## config.mk

```make
export PLATFORM = sky130hd
export DESIGN_NAME = branch_target_buffer
export DESIGN_NICKNAME = d
export VERILOG_FILES = /design/src/rtl/branch_target_buffer_pkg.sv /design/src/rtl/branch_target_buffer_sat_counter.sv /design/src/rtl/branch_target_buffer.sv
export SDC_FILE = /design/constraint.sdc
export NUM_CORES = 2
export LEC_CHECK = 0
export ABC_CLOCK_PERIOD_IN_PS = 4000
export BUFFER_PORTS_ARGS = -buffer_cell sky130_fd_sc_hd__buf_2
export CORE_ASPECT_RATIO = 0.75
export CORE_UTILIZATION = 55
export DETAILED_ROUTE_END_ITERATION = 12
export PLACE_DENSITY_LB_ADDON = 0.25
export SETUP_SLACK_MARGIN = 0.05
export SYNTH_ARGS = -nofsm -noshare
export SYNTH_HDL_FRONTEND = slang
export SYNTH_HIERARCHICAL = 1
export SYNTH_SLANG_ARGS = --single-unit
```

## constraint.sdc

```tcl
create_clock -name i_clk -period 4 [get_ports i_clk]
set_clock_uncertainty 0.1 [all_clocks]
set_input_delay 0.4 -clock i_clk [delete_from_list [all_inputs] [get_ports i_clk]]
set_output_delay 0.4 -clock i_clk [all_outputs]
set_load 0.1 [all_outputs]
```

## src/rtl/branch_target_buffer_pkg.sv

```systemverilog
// branch_target_buffer_pkg: shared defaults, counter operations and the update-op selector
package branch_target_buffer_pkg;

    localparam int DEF_DATA_W  = 64;
    localparam int DEF_ENTRIES = 16;
    localparam int DEF_TAG_W   = 8;
    localparam int DEF_CNT_W   = 2;

    typedef enum logic [1:0] {
        CNT_OP_INC,
        CNT_OP_DEC,
        CNT_OP_MAX,
        CNT_OP_WEAK
    } cnt_op_e;

    // Jumps always force the counter to max; a fresh allocation starts weakly taken.
    function automatic cnt_op_e cnt_op_sel(input logic hit, input logic jump, input logic taken);
        return jump ? CNT_OP_MAX : !hit ? CNT_OP_WEAK : taken ? CNT_OP_INC : CNT_OP_DEC;
    endfunction

endpackage

```

## src/rtl/branch_target_buffer_sat_counter.sv

```systemverilog
// branch_target_buffer_sat_counter: combinational next state of a saturating direction counter
module branch_target_buffer_sat_counter
    import branch_target_buffer_pkg::*;
#(
    parameter int CNT_W = DEF_CNT_W
) (
    input  cnt_op_e          i_op,
    input  logic [CNT_W-1:0] i_cnt,
    output logic [CNT_W-1:0] o_cnt
);

    localparam logic [CNT_W-1:0] WEAK_T = CNT_W'(1) << (CNT_W - 1);

    // Increment and decrement clamp at the all-ones and zero ends.
    always_comb begin
        o_cnt = i_op == CNT_OP_MAX  ? '1 :
                i_op == CNT_OP_WEAK ? WEAK_T :
                i_op == CNT_OP_INC  ? (&i_cnt ? i_cnt : i_cnt + CNT_W'(1)) :
                                      (~|i_cnt ? i_cnt : i_cnt - CNT_W'(1));
    end

endmodule

```

## src/rtl/branch_target_buffer.sv

```systemverilog
// branch_target_buffer: direct-mapped BTB with tags, direction counters and mispredict statistics
module branch_target_buffer
    import branch_target_buffer_pkg::*;
#(
    parameter int DATA_W  = DEF_DATA_W,
    parameter int ENTRIES = DEF_ENTRIES,
    parameter int TAG_W   = DEF_TAG_W,
    parameter int CNT_W   = DEF_CNT_W
) (
    input  logic              i_clk,
    input  logic              i_arst_n,
    input  logic              i_enable,
    input  logic [DATA_W-1:0] i_if_pc,
    output logic              o_pred_taken,
    output logic [DATA_W-1:0] o_pred_target,
    input  logic              i_upd_valid,
    input  logic [DATA_W-1:0] i_upd_pc,
    input  logic [DATA_W-1:0] i_upd_target,
    input  logic              i_upd_taken,
    input  logic              i_upd_is_jump,
    input  logic              i_upd_mispredict,
    input  logic              i_inv_all,
    output logic [31:0]       o_mispredict_cnt
);

    localparam int IDX_W = $clog2(ENTRIES);

    logic [ENTRIES-1:0] r_valid;
    logic [ENTRIES-1:0] r_jump;
    logic [TAG_W-1:0]   r_tag    [ENTRIES];
    logic [CNT_W-1:0]   r_cnt    [ENTRIES];
    logic [DATA_W-1:0]  r_target [ENTRIES];
    logic [31:0]        r_mispredict_cnt;

    logic [IDX_W-1:0] w_idx;
    logic [TAG_W-1:0] w_tag;
    logic             w_hit;
    logic [IDX_W-1:0] w_uidx;
    logic [TAG_W-1:0] w_utag;
    logic             w_uhit;
    logic             w_write;
    cnt_op_e          w_op;
    logic [CNT_W-1:0] w_cnt_next;
    logic             w_unused_pc;

    assign w_unused_pc = ^{i_if_pc, i_upd_pc};

    // Fetch-side lookup; pc[1:0] and bits above the tag take no part.
    always_comb begin
        w_idx         = i_if_pc[IDX_W+1:2];
        w_tag         = i_if_pc[IDX_W+TAG_W+1:IDX_W+2];
        w_hit         = r_valid[w_idx] && r_tag[w_idx] == w_tag;
        o_pred_taken  = w_hit && (r_jump[w_idx] || r_cnt[w_idx][CNT_W-1]);
        o_pred_target = o_pred_taken ? r_target[w_idx] : '0;
    end

    // Update-side decode: write on a hit, or allocate on a taken miss, unless invalidated.
    always_comb begin
        w_uidx  = i_upd_pc[IDX_W+1:2];
        w_utag  = i_upd_pc[IDX_W+TAG_W+1:IDX_W+2];
        w_uhit  = r_valid[w_uidx] && r_tag[w_uidx] == w_utag;
        w_op    = cnt_op_sel(w_uhit, i_upd_is_jump, i_upd_taken);
        w_write = i_enable && i_upd_valid && !i_inv_all && (w_uhit || i_upd_taken);
    end

    branch_target_buffer_sat_counter #(
        .CNT_W (CNT_W)
    ) u_sat_counter (
        .i_op  (w_op),
        .i_cnt (r_cnt[w_uidx]),
        .o_cnt (w_cnt_next)
    );

    assign o_mispredict_cnt = r_mispredict_cnt;

    // Table and statistics state; invalidate wins over a same-cycle update.
    always_ff @(posedge i_clk or negedge i_arst_n) begin
        if (!i_arst_n) begin
            r_valid          <= '0;
            r_jump           <= '0;
            r_mispredict_cnt <= '0;
            for (int i = 0; i < ENTRIES; i++) begin
                r_tag[i]    <= '0;
                r_cnt[i]    <= '0;
                r_target[i] <= '0;
            end
        end else if (i_enable) begin
            if (i_inv_all) begin
                r_valid <= '0;
            end else if (w_write) begin
                r_valid[w_uidx]  <= 1'b1;
                r_tag[w_uidx]    <= w_utag;
                r_jump[w_uidx]   <= i_upd_is_jump;
                r_target[w_uidx] <= i_upd_target;
                r_cnt[w_uidx]    <= w_cnt_next;
            end
            if (i_upd_valid && i_upd_mispredict && !(&r_mispredict_cnt))
                r_mispredict_cnt <= r_mispredict_cnt + 32'd1;
        end
    end

endmodule

```

# Word level (Yosys, flattened, before mapping)
# Index checks and enable logic that the tools add are counted.
# word_totals
regBits	1248
latchBits	0
ramBits	0
romBits	0
input_bits	200
out_inout_bits	97
wordCells	134
memories	0
# classes
n_addsub	3
n_mul	0
div_mod_pow	0
magnitude_cmp	6
n_eq_ne	4
shift	0
muxes	44
bitwise	4
reduce_logical	22
# ops
cell	count
$bwmux W1024	1
$bmux W64 S4	1
$demux W64 S4	1
$mux W64	4
$bwmux W128	1
$bmux W8 S4	2
$mux W8	5
$add A32 B1 Y32 const B	1
$bwmux W32	1
$demux W8 S4	1
$mux W16	2
$reduce_and A32 Y1	1
$mux W2	12
$bmux W2 S4	2
$bwmux W16	1
$eq A8 B8 Y1	2
$or A16 B16 Y16	1
$bmux W1 S4	3
$ge A5 B5 Y1 const B	2
$logic_and A1 B1 Y1	10
$lt A4 B5 Y1 const B	2
$not A4 Y5	2
$demux W2 S4	1
$reduce_and A2 Y1	3
other kinds (14)	21

# Depth between registers and ports, before layout
# depth
word_depth	13
mapped_depth	16
ltp_nobuf	12

# By module
# Netlist, hierarchy kept.
# modules_own_cells
module	instances	cells_per_inst	area_each_um2	seq_area_each_um2
branch_target_buffer	1	3524	57838.0	31230.0
branch_target_buffer_sat_counter	1	8	38.8	0.0

# Least setup slack after synthesis
# No wires, ideal clock.
# synth_path
kind	input -> output
startpoint	input port i_if_pc[2]
endpoint	output port o_pred_target[10]
t_arrival_ns	4.338
t_required_ns	3.500
path_slack_ns	-0.838
cell_stages	12
n_path_buf	4
path_cell_list	buf_2 -> buf_1 -> mux4_2 -> nor2b_1 -> a211oi_1 -> a21oi_1 -> xor2_1 -> nor3_1 -> nand4_1 -> clkbuf_1 -> clkbuf_1 -> nor2b_1
# synth_between
elab_chain_cells	8
elab_cells_between_ends	19
classes_between	eq/ne (1); mux (14); bitwise (1); reduce/logical (3)
# synth_rtl
element	line_no	text
start, declared	branch_target_buffer.sv:13	input logic [DATA_W-1:0] i_if_pc,
$not A4 Y5 (not written as such)	branch_target_buffer.sv:52, branch_target_buffer.sv:53, branch_target_buffer.sv:54	
$bmux W8 S4	branch_target_buffer.sv:52	w_hit = r_valid[w_idx] && r_tag[w_idx] == w_tag;
$mux W8 (not written as such) (2 in a row)	branch_target_buffer.sv:52	
$eq A8 B8 Y1	branch_target_buffer.sv:52	
$logic_and A1 B1 Y1	branch_target_buffer.sv:52	
$logic_and A1 B1 Y1	branch_target_buffer.sv:53	o_pred_taken = w_hit && (r_jump[w_idx] || r_cnt[w_idx][CNT_W-1]);
$mux W64 *	branch_target_buffer.sv:54	o_pred_target = o_pred_taken ? r_target[w_idx] : '0;
end, declared	branch_target_buffer.sv:15	output logic [DATA_W-1:0] o_pred_target,
# Every way passes the cells marked *; elsewhere a longest branch is shown, timed or not. The select of a mux whose other input is x is not followed.

# Worst setup path after layout
# layout_path
startpoint	register r_tag[19] (netlist name)
endpoint	output port o_pred_target[40]
# layout_between
elab_chain_cells	7
# layout_rtl
element	line_no	text
start, declared	branch_target_buffer.sv:30	logic [TAG_W-1:0] r_tag [ENTRIES];
start signal, assigned by index	branch_target_buffer.sv:92	r_tag[w_uidx] <= w_utag;
$bmux W8 S4	branch_target_buffer.sv:52	
$mux W8 (not written as such) (2 in a row)	branch_target_buffer.sv:52	
$eq A8 B8 Y1	branch_target_buffer.sv:52	
$logic_and A1 B1 Y1	branch_target_buffer.sv:52	
$logic_and A1 B1 Y1	branch_target_buffer.sv:53	
$mux W64	branch_target_buffer.sv:54	
# Every way passes these cells. The select of a mux whose other input is x is not followed.

==> metrics.txt <==
outcome finished, violations left; failing checks setup timing; routed wl met2 71.4 mm; Synth top cells by count dfrtp_1 (1248), mux2_2 (930), mux4_2 (396); post-synth top area share 54.0%; Design Area, Final 0.0674 mm^2; FILL cells 7022; CTS Root Cell clkbuf_16; RSZ-0062 raised after global routing true; top_reg_cell synth dfrtp_1; met3 routed WL 7.67 mm; simple logic cell fraction of the synthesized area 1.95%; DR vias/cell 6.30; total gr overflow 0; Synth area leaders dfrtp_1 (54%), mux2_2 (18%), mux4_2 (15%); static leakage 32.1 nW; max-slew violations 0; CTS clock-pin slew for the worst setup and hold paths 0.06 ns; Max VDD drop 0.356 mV; minimum clock period 4.21 ns; Yosys reg bits 1248; vias in the first global route 36400; die height 283 um; routed wire length 145 mm; GR Util All Layers 28.0%; Worst Hold Depth 2; first-pass GRT wire length 227 mm; setup TNS -10.00 ns; Die X 377 um; Crit. Startpoint r_tag[19]; Internal Power 21.9 mW; synth unique cells 47; iteration count of the initial detailed-routing pass 5; CTS Buf Count 117; mux contribution to synthesized area 39.7%; initial DRC count 2323; M1 WL 62.0 mm; largest net degree at the start of global routing 141; switching power total 7.03 mW; FMAX 0.237 GHz; worst-case reg-to-reg path depth 12; Setup WS post-layout -0.214 ns; Hold EP r_target[415]; Req. time, crit path 3.50 ns; biggest area consumer among synthesized cells dfrtp_1; Compound-Gate Fraction of Synth Area 0.720%; IO Port Bufs 192; # rows 102; CP Data Arrival Time 3.71 ns; final setup vio count 64; fin crit share 105%; Non-Filler Instances 5243; HPWL after DPL 85.3 mm; die area 0.107 mm^2; clock sink count 1248; Top Ports 297; most frequent cell after synthesis dfrtp_1; Reg power frac 49.6%; Post-Synthesis Net Count 3733; Nets 3943; area share of xor/xnor cells in the synthesized design 0.802%; Max-slew headroom 23.6%; R2R Setup Slk 0.16 ns; RR Startpoint r_tag[50]; H-tree Lvls 3; Slew @ Worst Pin 1.15 ns; clk buf depth 3; TritonCTS clock tree yes; Mapped Area 0.0579 mm^2; syn avg cell area 16.4 um^2; share of cells above drive strength 1 52.2%; number of hold violations in the final report 0; ys async rst share 100%; Clk pwr share 39.0%; min-delay worst type in2reg; initial core utilization 55.8%; reg-to-reg endpoint r_target[479]; sw frac 24.3%; Power Density 429 mW/mm^2; CP Capture Type primary output; initial antenna violation count 6; gpl congestion 0.831; DRT antenna net count 0; Core ar. 0.104 mm^2; top fanout value on the critical path 8; combinational family with the most area after synthesis multiplexers; Max-Cap Viols 0; Mapped Cells 3532; setup slack at placement -0.239 ns; Max Used Layer met5; placed cell count 4947; P&R area growth vs syn 16.4%; Gate power share 11.4%; Hold Path Origin i_upd_target[31]; Worst Path Class, Setup reg2out; Post-Place Cell Area 0.0625 mm^2; DRC viols 0; Adder-Cell Fraction of Synth Area 0.0216%; Final Util 64.9%; nature of the critical path startpoint flop; EDFF count, synth 0; drt wl/cell 27.6 um; YS warnings 6; clk_lat worst skew 0.73 ns; DR vias 33000; post-synthesis sequential area ratio 54.0%
==> sequential cells by signal, indices dropped and copies added, names as in the netlist <==
signal	count
r_tag	128
r_valid	16
o_mispredict_cnt	32
r_cnt	32
r_target	1024
r_jump	16
==> what timing repair did <==
action                                  4_1_cts  5_1_grt
gates cloned                                  3        0
buffers inserted                             16        5
endpoints found under the setup margin       65      135
pin swaps                                     1        3
hold endpoints to repair                    617        0
gates resized for setup                      30        9
hold buffers                                 58        0
==> cell families after synthesis <==
group | count (synthesis)
mux | 1635
flops | 1248
buf+inv | 333
simple gates | 202
compound gates | 60
xor+xnor | 53
fa+ha+maj | 1
==> layout by cell type (no fill, tap or decap), types with 45 or more instances in the layout <==
cell type | Yosys | layout
buf_4 | 9 | 87
buf_2 | 84 | 122
dlygate4sd3_1 | 0 | 58
dfrtp_1 | 1248 | 1248
mux2_1 | 236 | 236
buf_12 | 0 | 138
clkbuf_16 | 0 | 120
mux2_4 | 45 | 45
nor2b_4 | 0 | 64
mux2_2 | 930 | 930
mux4_2 | 396 | 396
==> final cells by class <==
type	instances	area [um^2]	area share [%]
Antenna cell	2	5.00	0.00743
Multi-Input combinational cell	1951	25600	38.0
Clock inverter	54	562	0.834
Inverter	5	31.3	0.0464
Tap cell	1404	1760	2.61
Clock buffer	160	3340	4.96
Sequential cell	1248	31200	46.4
Timing Repair Buffer	419	4850	7.20
==> worst max-delay path: stages, from the launching register on <==
cell and delay [ns]:
dfrtp_1 0.41, mux4_2 0.48, mux4_2 0.54, xor2_2 0.17, nor4_2 0.27, nand4_1 0.17, buf_6 0.18, buf_16 0.20
buf_8 0.17, nor2b_4 0.17, buf_12 0.20
==> how the worst max path moves through the flow <==
stage | endpoint | slack, ns | cells after the start
floorplan | o_pred_target[0] | 0.04 | 9
global placement | r_target[486] | -0.21 | 14
detailed placement | r_target[494] | -0.24 | 14
CTS | o_pred_target[36] | -0.16 | 10
global route | o_pred_target[13] | -0.36 | 10
finish | o_pred_target[40] | -0.21 | 10
==> power by group through the flow <==
stage / Combinational, mW / Sequential, mW / Clock (mW)
after detailed placement: 3.24 / 14.6 / 0
after global placement: 3.10 / 14.4 / 0
after floorplan: 2.19 / 14.5 / 0
after global routing: 3.54 / 14.5 / 12.0
final: 3.29 / 14.4 / 11.3
after CTS: 3.33 / 14.3 / 11.5
==> metal layers <==
layer	global-route usage, %	up-vias
li1	-	13700
met5	0	-
met2	45.0	899
met1	39.6	18200
met3	5.09	247
met4	7.66	10
==> through the flow <==
step	power [mW]	hold slack [ns]
4_1_cts	29.1	0.00261
2_1_floorplan	16.6	0.00441
5_1_grt	30.0	0.0401
3_3_place_gp	17.5	0.368
6_report	28.9	0.0362
3_5_place_dp	17.8	0.376
(Power assumes the default switching activity.)
